### src/rtl/tx_fcs_ctrl_pkg.sv
// Shared types and constants for the transmit FCS controller.
package tx_fcs_ctrl_pkg;

  typedef enum logic [1:0] {
    ST_IDLE,
    ST_DATA,
    ST_PAD,
    ST_FCS
  } fcs_state_e;

  localparam logic [31:0] CRC32_POLY    = 32'h04C11DB7;
  localparam logic [31:0] CRC32_SEED    = 32'hFFFFFFFF;
  localparam logic [31:0] CRC32_RESIDUE = 32'hDEBB20E3;
  localparam int          MIN_LEN_DEF   = 60;

  // The shift register runs LSB-first, so the polynomial is used bit-reversed.
  function automatic logic [31:0] bit_rev32(input logic [31:0] v);
    logic [31:0] r;
    for (int i = 0; i < 32; i++) r[i] = v[31-i];
    return r;
  endfunction

endpackage

### src/rtl/tx_fcs_ctrl_crc.sv
// One-byte step of the reflected CRC-32 (LSB of the data byte enters first).
module crc32_d8
  import tx_fcs_ctrl_pkg::*;
(
  input  logic [7:0]  data,
  input  logic [31:0] crc_in,
  output logic [31:0] crc_out
);

  localparam logic [31:0] POLY_R = bit_rev32(CRC32_POLY);

  always_comb begin
    crc_out = crc_in;
    for (int i = 0; i < 8; i++)
      crc_out = (crc_out >> 1) ^ (((crc_out[0] ^ data[i]) == 1'b1) ? POLY_R : 32'h0);
  end

endmodule

### src/rtl/tx_fcs_ctrl.sv
// Frame transmitter: passes payload through, zero-pads short frames to MIN_LEN
// and appends the CRC-32 FCS, LSB first, through a single registered output slot.
module tx_fcs_ctrl
  import tx_fcs_ctrl_pkg::*;
#(
  parameter int MIN_LEN = MIN_LEN_DEF,
  parameter int CNT_W   = 16
) (
  input  logic       Clk,
  input  logic       Reset_n,
  input  logic       Pad_en,
  input  logic [7:0] In_data,
  input  logic       In_valid,
  input  logic       In_last,
  output logic       In_ready,
  output logic [7:0] Out_data,
  output logic       Out_valid,
  output logic       Out_last,
  input  logic       Out_ready,
  output logic       Busy,
  output logic       Frame_done
);

  localparam logic [CNT_W-1:0] CNT_MAX = '1;
  localparam logic [CNT_W-1:0] MIN_CNT = CNT_W'(MIN_LEN);

  fcs_state_e       state, state_nx;
  logic [7:0]       data_p1;
  logic             vld_p1, last_p1, done_p1;
  logic [CNT_W-1:0] cnt, cnt_nx, cnt_inc;
  logic [31:0]      crc, crc_cur, crc_nx, fcs_word;
  logic [2:0]       fcs_idx, fcs_idx_nx;
  logic             one_byte, one_nx, pad_lat, pad_nx;
  logic             out_free, out_fire, in_fire;
  logic             ld, ld_crc, ld_last, done_nx;
  logic [7:0]       ld_data;

  function automatic logic go_pad(input logic pad, input logic [CNT_W-1:0] c);
    return pad && (c < MIN_CNT) && (c != CNT_MAX);
  endfunction

  assign out_free = !vld_p1 || Out_ready;
  assign out_fire = vld_p1 && Out_ready;
  // The Frame_done cycle is the mandatory idle gap between frames.
  assign In_ready = (((state == ST_IDLE) && !done_p1) || ((state == ST_DATA) && !one_byte))
                    && out_free;
  assign in_fire  = In_valid && In_ready;
  assign cnt_inc  = (cnt == CNT_MAX) ? cnt : cnt + 1'b1;
  assign crc_cur  = (state == ST_IDLE) ? CRC32_SEED : crc;
  assign fcs_word = ~crc;

  crc32_d8 u_crc (
    .data    (ld_data),
    .crc_in  (crc_cur),
    .crc_out (crc_nx)
  );

  always_comb begin
    state_nx   = state;
    cnt_nx     = cnt;
    fcs_idx_nx = fcs_idx;
    one_nx     = one_byte;
    pad_nx     = pad_lat;
    ld         = 1'b0;
    ld_crc     = 1'b0;
    ld_last    = 1'b0;
    ld_data    = 8'h00;
    done_nx    = 1'b0;
    case (state)
      ST_IDLE: begin
        fcs_idx_nx = 3'd0;
        if (in_fire) begin
          ld       = 1'b1;
          ld_crc   = 1'b1;
          ld_data  = In_data;
          cnt_nx   = CNT_W'(1);
          pad_nx   = Pad_en;
          one_nx   = In_last;
          state_nx = ST_DATA;
        end
      end
      ST_DATA: begin
        if (one_byte) begin
          one_nx   = 1'b0;
          state_nx = go_pad(pad_lat, cnt) ? ST_PAD : ST_FCS;
        end else if (in_fire) begin
          ld      = 1'b1;
          ld_crc  = 1'b1;
          ld_data = In_data;
          cnt_nx  = cnt_inc;
          if (In_last) state_nx = go_pad(pad_lat, cnt_inc) ? ST_PAD : ST_FCS;
        end
      end
      ST_PAD: begin
        if (out_free) begin
          ld     = 1'b1;
          ld_crc = 1'b1;
          cnt_nx = cnt_inc;
          if (cnt_inc >= MIN_CNT) state_nx = ST_FCS;
        end
      end
      ST_FCS: begin
        // fcs_idx == 4 means all four bytes are loaded; wait for the last to leave.
        if (fcs_idx != 3'd4) begin
          if (out_free) begin
            ld         = 1'b1;
            ld_data    = fcs_word[8*fcs_idx[1:0] +: 8];
            ld_last    = (fcs_idx == 3'd3);
            fcs_idx_nx = fcs_idx + 3'd1;
          end
        end else if (out_fire) begin
          state_nx = ST_IDLE;
          done_nx  = 1'b1;
        end
      end
      default: state_nx = ST_IDLE;
    endcase
  end

  // Stage p1: output slot, running CRC and frame control
  always_ff @(posedge Clk or negedge Reset_n) begin
    if (!Reset_n) begin
      state    <= ST_IDLE;
      data_p1  <= 8'h00;
      vld_p1   <= 1'b0;
      last_p1  <= 1'b0;
      done_p1  <= 1'b0;
      cnt      <= '0;
      crc      <= CRC32_SEED;
      fcs_idx  <= 3'd0;
      one_byte <= 1'b0;
      pad_lat  <= 1'b0;
    end else begin
      state    <= state_nx;
      cnt      <= cnt_nx;
      fcs_idx  <= fcs_idx_nx;
      one_byte <= one_nx;
      pad_lat  <= pad_nx;
      done_p1  <= done_nx;
      if (ld_crc) crc <= crc_nx;
      if (ld) begin
        data_p1 <= ld_data;
        vld_p1  <= 1'b1;
        last_p1 <= ld_last;
      end else if (Out_ready) begin
        vld_p1  <= 1'b0;
        last_p1 <= 1'b0;
      end
    end
  end

  assign Out_data   = data_p1;
  assign Out_valid  = vld_p1;
  assign Out_last   = last_p1;
  assign Frame_done = done_p1;
  assign Busy       = (state != ST_IDLE);

endmodule

### config.mk
export PLATFORM = sky130hd
export DESIGN_NAME = tx_fcs_ctrl
export DESIGN_NICKNAME = d
export VERILOG_FILES = /design/src/rtl/tx_fcs_ctrl_pkg.sv /design/src/rtl/tx_fcs_ctrl_crc.sv /design/src/rtl/tx_fcs_ctrl.sv
export SDC_FILE = /design/constraint.sdc
export NUM_CORES = 1
export LEC_CHECK = 0
export BUFFER_PORTS_ARGS = -buffer_cell sky130_fd_sc_hd__buf_2
export CAP_MARGIN = 20
export CORE_ASPECT_RATIO = 1.5
export CORE_MARGIN = 1.5
export CORE_UTILIZATION = 35
export DETAILED_ROUTE_END_ITERATION = 7
export REMOVE_ABC_BUFFERS = 1
export SETUP_SLACK_MARGIN = 0.15
export SLEW_MARGIN = 20
export SYNTH_ARGS = -nofsm -noshare
export SYNTH_HDL_FRONTEND = slang
export SYNTH_HIERARCHICAL = 1
export SYNTH_SLANG_ARGS = --single-unit
### constraint.sdc
create_clock -name Clk -period 4.7 [get_ports Clk]
set_input_delay 1.41 -clock Clk [delete_from_list [all_inputs] [get_ports Clk]]
set_output_delay 1.41 -clock Clk [all_outputs]
set_load 0.01 [all_outputs]
==> metrics, run 1 <==
Max Freq 245 MHz; hold_sp Out_data[5]; max_cap viols 0; Inserted Diodes 0; required time of the worst setup path about 5.0 ns; crit start category primary input; Initial DRT Pass Iterations 4; crit-path max FO 9; max_slew headroom 46.6%; Post-CTS Resized 0; post-DR wirelength/cell 17.2 um; IO Pins 27; H-tree lvl count 3; most used cell, CP nor2_1; Final #Nets 514; Post-synth EDFFs 0; ys async rst share 100%; dpl cell area slightly below 5000 um2; GRT Total Usage 16.2%; std cell rows 51; Critical path origin Out_ready; Core Footprint 13100 um2; Mapped Cells about 470; syn avg cell area 9.98 um2; Final Max Tran Viols 0; die area 14200 um2; Crit. End Element flop; Placer Congestion between 0.9 and 1; synth warn 6; sequential area share after synthesis 35.9%; DRT Wirelength 11300 um; final instance area 5240 um2; Post-synth top cells xnor2_1, nor2_1, mux2_2, dfrtp_1, or2_2; Tmin final between 4 and 5 ns; die width just under 100 um; synth top area cells dfrtp_1, dfstp_2, mux2_2, xnor2_1, or2_2; clk root buf clkbuf_16; RSZ-0062 raised after global routing false; Hold Buf Count CTS 0; first-pass GRT wire length 18300 um; vias after detailed routing 3483; Yosys top cell area share 18.1%; largest net degree at the start of global routing 45; setup slack after placement 0.291 ns; post-synth top area cell dfrtp_1; total grt overflow 0; clock sinks between 60 and 70; Synth Flop Type dfrtp_1; IO Port Bufs 26; Final setup viols 0; worst r2r src state[1]; Clock Skews 0.00674 ns; antenna-violating nets left 0; CTS tree done; DP HPWL 7890 um; post-synth cell types 62; count leader, synth xnor2_1; synthesized area between 4000 and 5000 um2; Worst Setup Path Type in2reg; initial antenna violation count 0; Iter 0 DRT Violations 172; Via density 5.32; total CTS buffers 9; Starting Density a little over a third; setup TNS 0 ns; Min Hold Slack between 0.5 and 0.6 ns; drc violations 0; clk slew on worst S/H paths 0.06 ns; vias in the first global route 3534; worst-path cell chain buf_2 -> nand2b_1 -> nand3_1 -> nor2_1 -> a21oi_1 -> nor2_1 -> xor2_4 -> xnor3_2 -> xor2_1 -> xnor2_1 -> mux2_2; worst slew pin tran 0.796 ns; Slowest cell on crit path xnor3_2; slowest stage delay, CP 0.55 ns; layout cells sized above 1 36.9%; final hold viol count 0; #FFs+latches synth 66; Worst-Skew Late Latency approximately 0.33 ns; worst setup margin 0.611 ns; period utilisation layout ~87%; Worst EP arrival 4.35 ns; Hold Path Class reg2reg; Setup Buffers After CTS 0; run status complete, no violations; P&R area growth vs syn 11.3%; CTS max path bufs 2; Die Span Y 145 um
-- through the flow --
step	util (%)	instances
CTS	40.1	655
floorplan	-	442
global route	40.1	655
detailed placement	37.8	639
global placement	37.8	639
finish	40.1	655
-- final timing paths --
kind	endpoint	slack (ns)	cells past startpoint
max reg2reg	crc[22]	0.85	11
min	Out_data[5]	0.51	1
min reg2reg	Out_data[5]	0.51	1
min in group asynchronous	cnt[2]	1.14	1
max	crc[22]	0.61	11
max in group asynchronous	crc[1]	2.72	2
-- routing by layer --
metal	GRT usage (%)	part of all wire [%]	vias to the layer above	wire [um]
li1	-	-	1681	-
met1	19.1	41	1732	4670
met2	29.4	54	57	6100
met3	2.55	2.6	13	289
met4	5.57	1.8	0	201
met5	0	0	-	0
-- registers in the layout (all words and copies together) (netlist names), 2 cells and up --
register and flops:
fcs_idx 3, state 2, cnt 16, crc 32
Out_data 8
-- cell type report --
| cell class | instances | area [um2] |
|---|---|---|
| clock buffers | 10 | 229 |
| clock inverters | 6 | 67.6 |
| fillers | 1271 | 7840 |
| inverters | 14 | 52.6 |
| multi-input cells | 362 | 2780 |
| flip-flops and latches | 66 | 1690 |
| well taps | 159 | 199 |
| repair buffers | 38 | 220 |
-- placed cells by master (no fill, tap or decap), types with 3 or more instances in the layout --
| cell | instances |
|---|---|
| dfrtp_1 | 34 |
| buf_2 | 26 |
| clkbuf_16 | 9 |
| mux4_2 | 8 |
| nor2_1 | 42 |
| o21ai_0 | 17 |
| o31ai_1 | 4 |
| mux2_2 | 42 |
| a21oi_1 | 28 |
| xnor2_1 | 52 |
| a31oi_1 | 6 |
| inv_1 | 14 |
| nor3_1 | 11 |
| or2_2 | 33 |
| nand3_1 | 16 |
| xnor2_2 | 3 |
| buf_4 | 12 |
| dfstp_2 | 32 |
| nor4_1 | 3 |
| nand2_1 | 24 |
| nand4_1 | 4 |
| ha_1 | 9 |
| o22ai_1 | 3 |
| nor2b_1 | 3 |
| xor2_1 | 14 |
-- logic make-up (layout without fill, tap and decap cells) --
kind of cell | count (synthesis) | in the layout | share of synthesized area, %
compound gates | 74 | 74 | 9.70
buf+inv | 44 | 68 | 5.05
simple gates | 155 | 155 | 17.8
mux | 52 | 52 | 14.3
xor+xnor | 72 | 72 | 14.9
flops | 66 | 66 | 35.9
fa+ha+maj | 9 | 9 | 2.39
-- worst max-delay path: cells and delay by family --
family	cells	cell delay, ns
AO/OA/AOI/OAI	1	0.05
multiplexers	1	0.27
AND/OR/NAND/NOR	4	1.11
XOR/XNOR	4	1.38
buffers and inverters	1	0.12
Power of run 1 is not shown: default switching activity piles up to over one toggle a cycle in this logic, so the estimate is an artifact.
==> inputs of run 2 (changes only) <==
CTS_BUF_LIST = sky130_fd_sc_hd__clkbuf_16   (was unset)
==> run 2 against run 1 <==
Via count is 0.11% higher. Clock skew hardly changed. First-iteration DRC count is 4.7% higher. Fmax is 0.36% higher. Cell area stayed put. Core utilization stayed put. Critical endpoint unchanged.
==> metrics, run 2 (synthesis gave the netlist of run 1 again) <==
run status complete, no violations (unchanged); DP HPWL 7890 um (unchanged); Crit. End Element flop (unchanged); vias after detailed routing 3487 (was 3483); most flop-heavy register crc (unchanged); Layout fillers 1271 (unchanged); antenna-violating nets left 0 (unchanged); hold_sp Out_data[5] (unchanged); crit start category primary input (unchanged); Worst-Skew Late Latency 0.33 ns (about the same); Multi-input gate area 2780 um2 (unchanged); period utilisation layout 86.7% (was 87.0%); most frequent cells in the layout xnor2_1, nor2_1, mux2_2, dfrtp_1, or2_2 (unchanged); Clock Skews 0.00635 ns (was 0.00674 ns); slowest stage delay, CP 0.54 ns (was 0.55 ns); post-DR wirelength/cell 17.1 um (was 17.2 um); most used cell, CP nor2_1 (unchanged); Slowest cell on crit path xnor3_2 (unchanged); largest net degree at the start of global routing 45 (unchanged); initial antenna violation count 0 (unchanged); Post-CTS Resized 0 (unchanged); P&R area growth vs syn 11.3% (unchanged); drc violations 0 (unchanged); Core Footprint 13100 um2 (unchanged); Final setup viols 0 (unchanged); Setup Buffers After CTS 0 (unchanged); dpl cell area 4950 um2 (unchanged); Final #Nets 514 (unchanged); max_cap viols 0 (unchanged); Tmin final 4.07 ns (was 4.09 ns); IO Pins 27 (unchanged); clk root buf clkbuf_16 (unchanged); std cell rows 51 (unchanged); Worst EP arrival 4.33 ns (was 4.35 ns); Placer Congestion 0.925 (unchanged); Max Freq 245 MHz (about the same); CTS max path bufs 2 (unchanged); worst setup margin 0.625 ns (was 0.611 ns); CTS tree done (unchanged); Iter 0 DRT Violations 180 (was 172); H-tree lvl count 3 (unchanged); max reg flops 32 (unchanged); setup slack after placement 0.291 ns (unchanged); total CTS buffers 9 (unchanged); Worst Setup Path Type in2reg (unchanged); worst-path cell chain buf_2 -> nand2b_1 -> nand3_1 -> nor2_1 -> a21oi_1 -> nor2_1 -> xor2_4 -> xnor3_2 -> xor2_1 -> xnor2_1 -> mux2_2 (unchanged); worst r2r src state[1] (unchanged); RSZ-0062 raised after global routing false (unchanged); first-pass GRT wire length 18300 um (about the same); Critical path origin Out_ready (unchanged); IO Port Bufs 26 (unchanged); vias in the first global route 3537 (was 3534); layout cells sized above 1 36.9% (unchanged); final hold viol count 0 (unchanged); Hold Buf Count CTS 0 (unchanged); Starting Density 36.0% (unchanged); final instance area 5240 um2 (unchanged); Initial DRT Pass Iterations 5 (was 4); Reg area 1690 um2 (unchanged); Min Hold Slack 0.509 ns (about the same); required time of the worst setup path 4.96 ns (about the same); die width 97.7 um (unchanged); clk slew on worst S/H paths 0.06 ns (about the same); total grt overflow 0 (unchanged); clock sinks 66 (unchanged); crit-path max FO 9 (unchanged); max_slew headroom 49.2% (was 46.6%); commonest non-fill, non-tap cell in the layout xnor2_1 (unchanged); Hold Path Class reg2reg (unchanged); Die Span Y 145 um (unchanged); DRT Wirelength 11200 um (was 11300 um); Inserted Diodes 0 (unchanged); Final Max Tran Viols 0 (unchanged); die area 14200 um2 (unchanged); setup TNS 0 ns (unchanged); GRT Total Usage 16.2% (about the same); Via density 5.32 (about the same); worst slew pin tran 0.756 ns (was 0.796 ns)
## run 2: cell type report
cell class / count / share of cell area (%)
Multi-Input combinational cell: 362 / 53.1
Clock buffer: 9 / 4.30
Tap cell: 159 / 3.79
Sequential cell: 66 / 32.3
Inverter: 14 / 1.00
Timing Repair Buffer: 38 / 4.20
Clock inverter: 7 / 1.36
## run 2: routing by layer
layer / wire, um / track usage [%] / vias up
li1: - / - / 1680
met1: 4650 / 19.1 / 1728
met2: 6070 / 29.4 / 63
met3: 289 / 2.55 / 16
met4: 227 / 5.57 / 0
met5: 0 / 0 / -
## run 2: final timing paths
kind	to	slack, ns	depth (start not counted)
setup / recovery	crc[22]	0.63	11
hold / removal	Out_data[5]	0.51	1
min in group asynchronous	cnt[2]	1.14	1
hold reg to reg	Out_data[5]	0.51	1
setup reg to reg	crc[22]	0.86	11
max in group asynchronous	crc[12]	2.72	2
## run 2: through the flow
step	std cells	util (%)
5_1_grt	655	40.1
3_3_place_gp	639	37.8
6_report	655	40.1
2_1_floorplan	442	-
3_5_place_dp	639	37.8
4_1_cts	655	40.1
## run 2: worst max-delay path: cells and delay by family
kind | cells | cell delay [ns]
XOR/XNOR | 4 | 1.36
AND/OR/NAND/NOR | 4 | 1.10
multiplexers | 1 | 0.28
buffers and inverters | 1 | 0.12
AO/OA/AOI/OAI | 1 | 0.05
Power of run 2 is left out for the same reason.
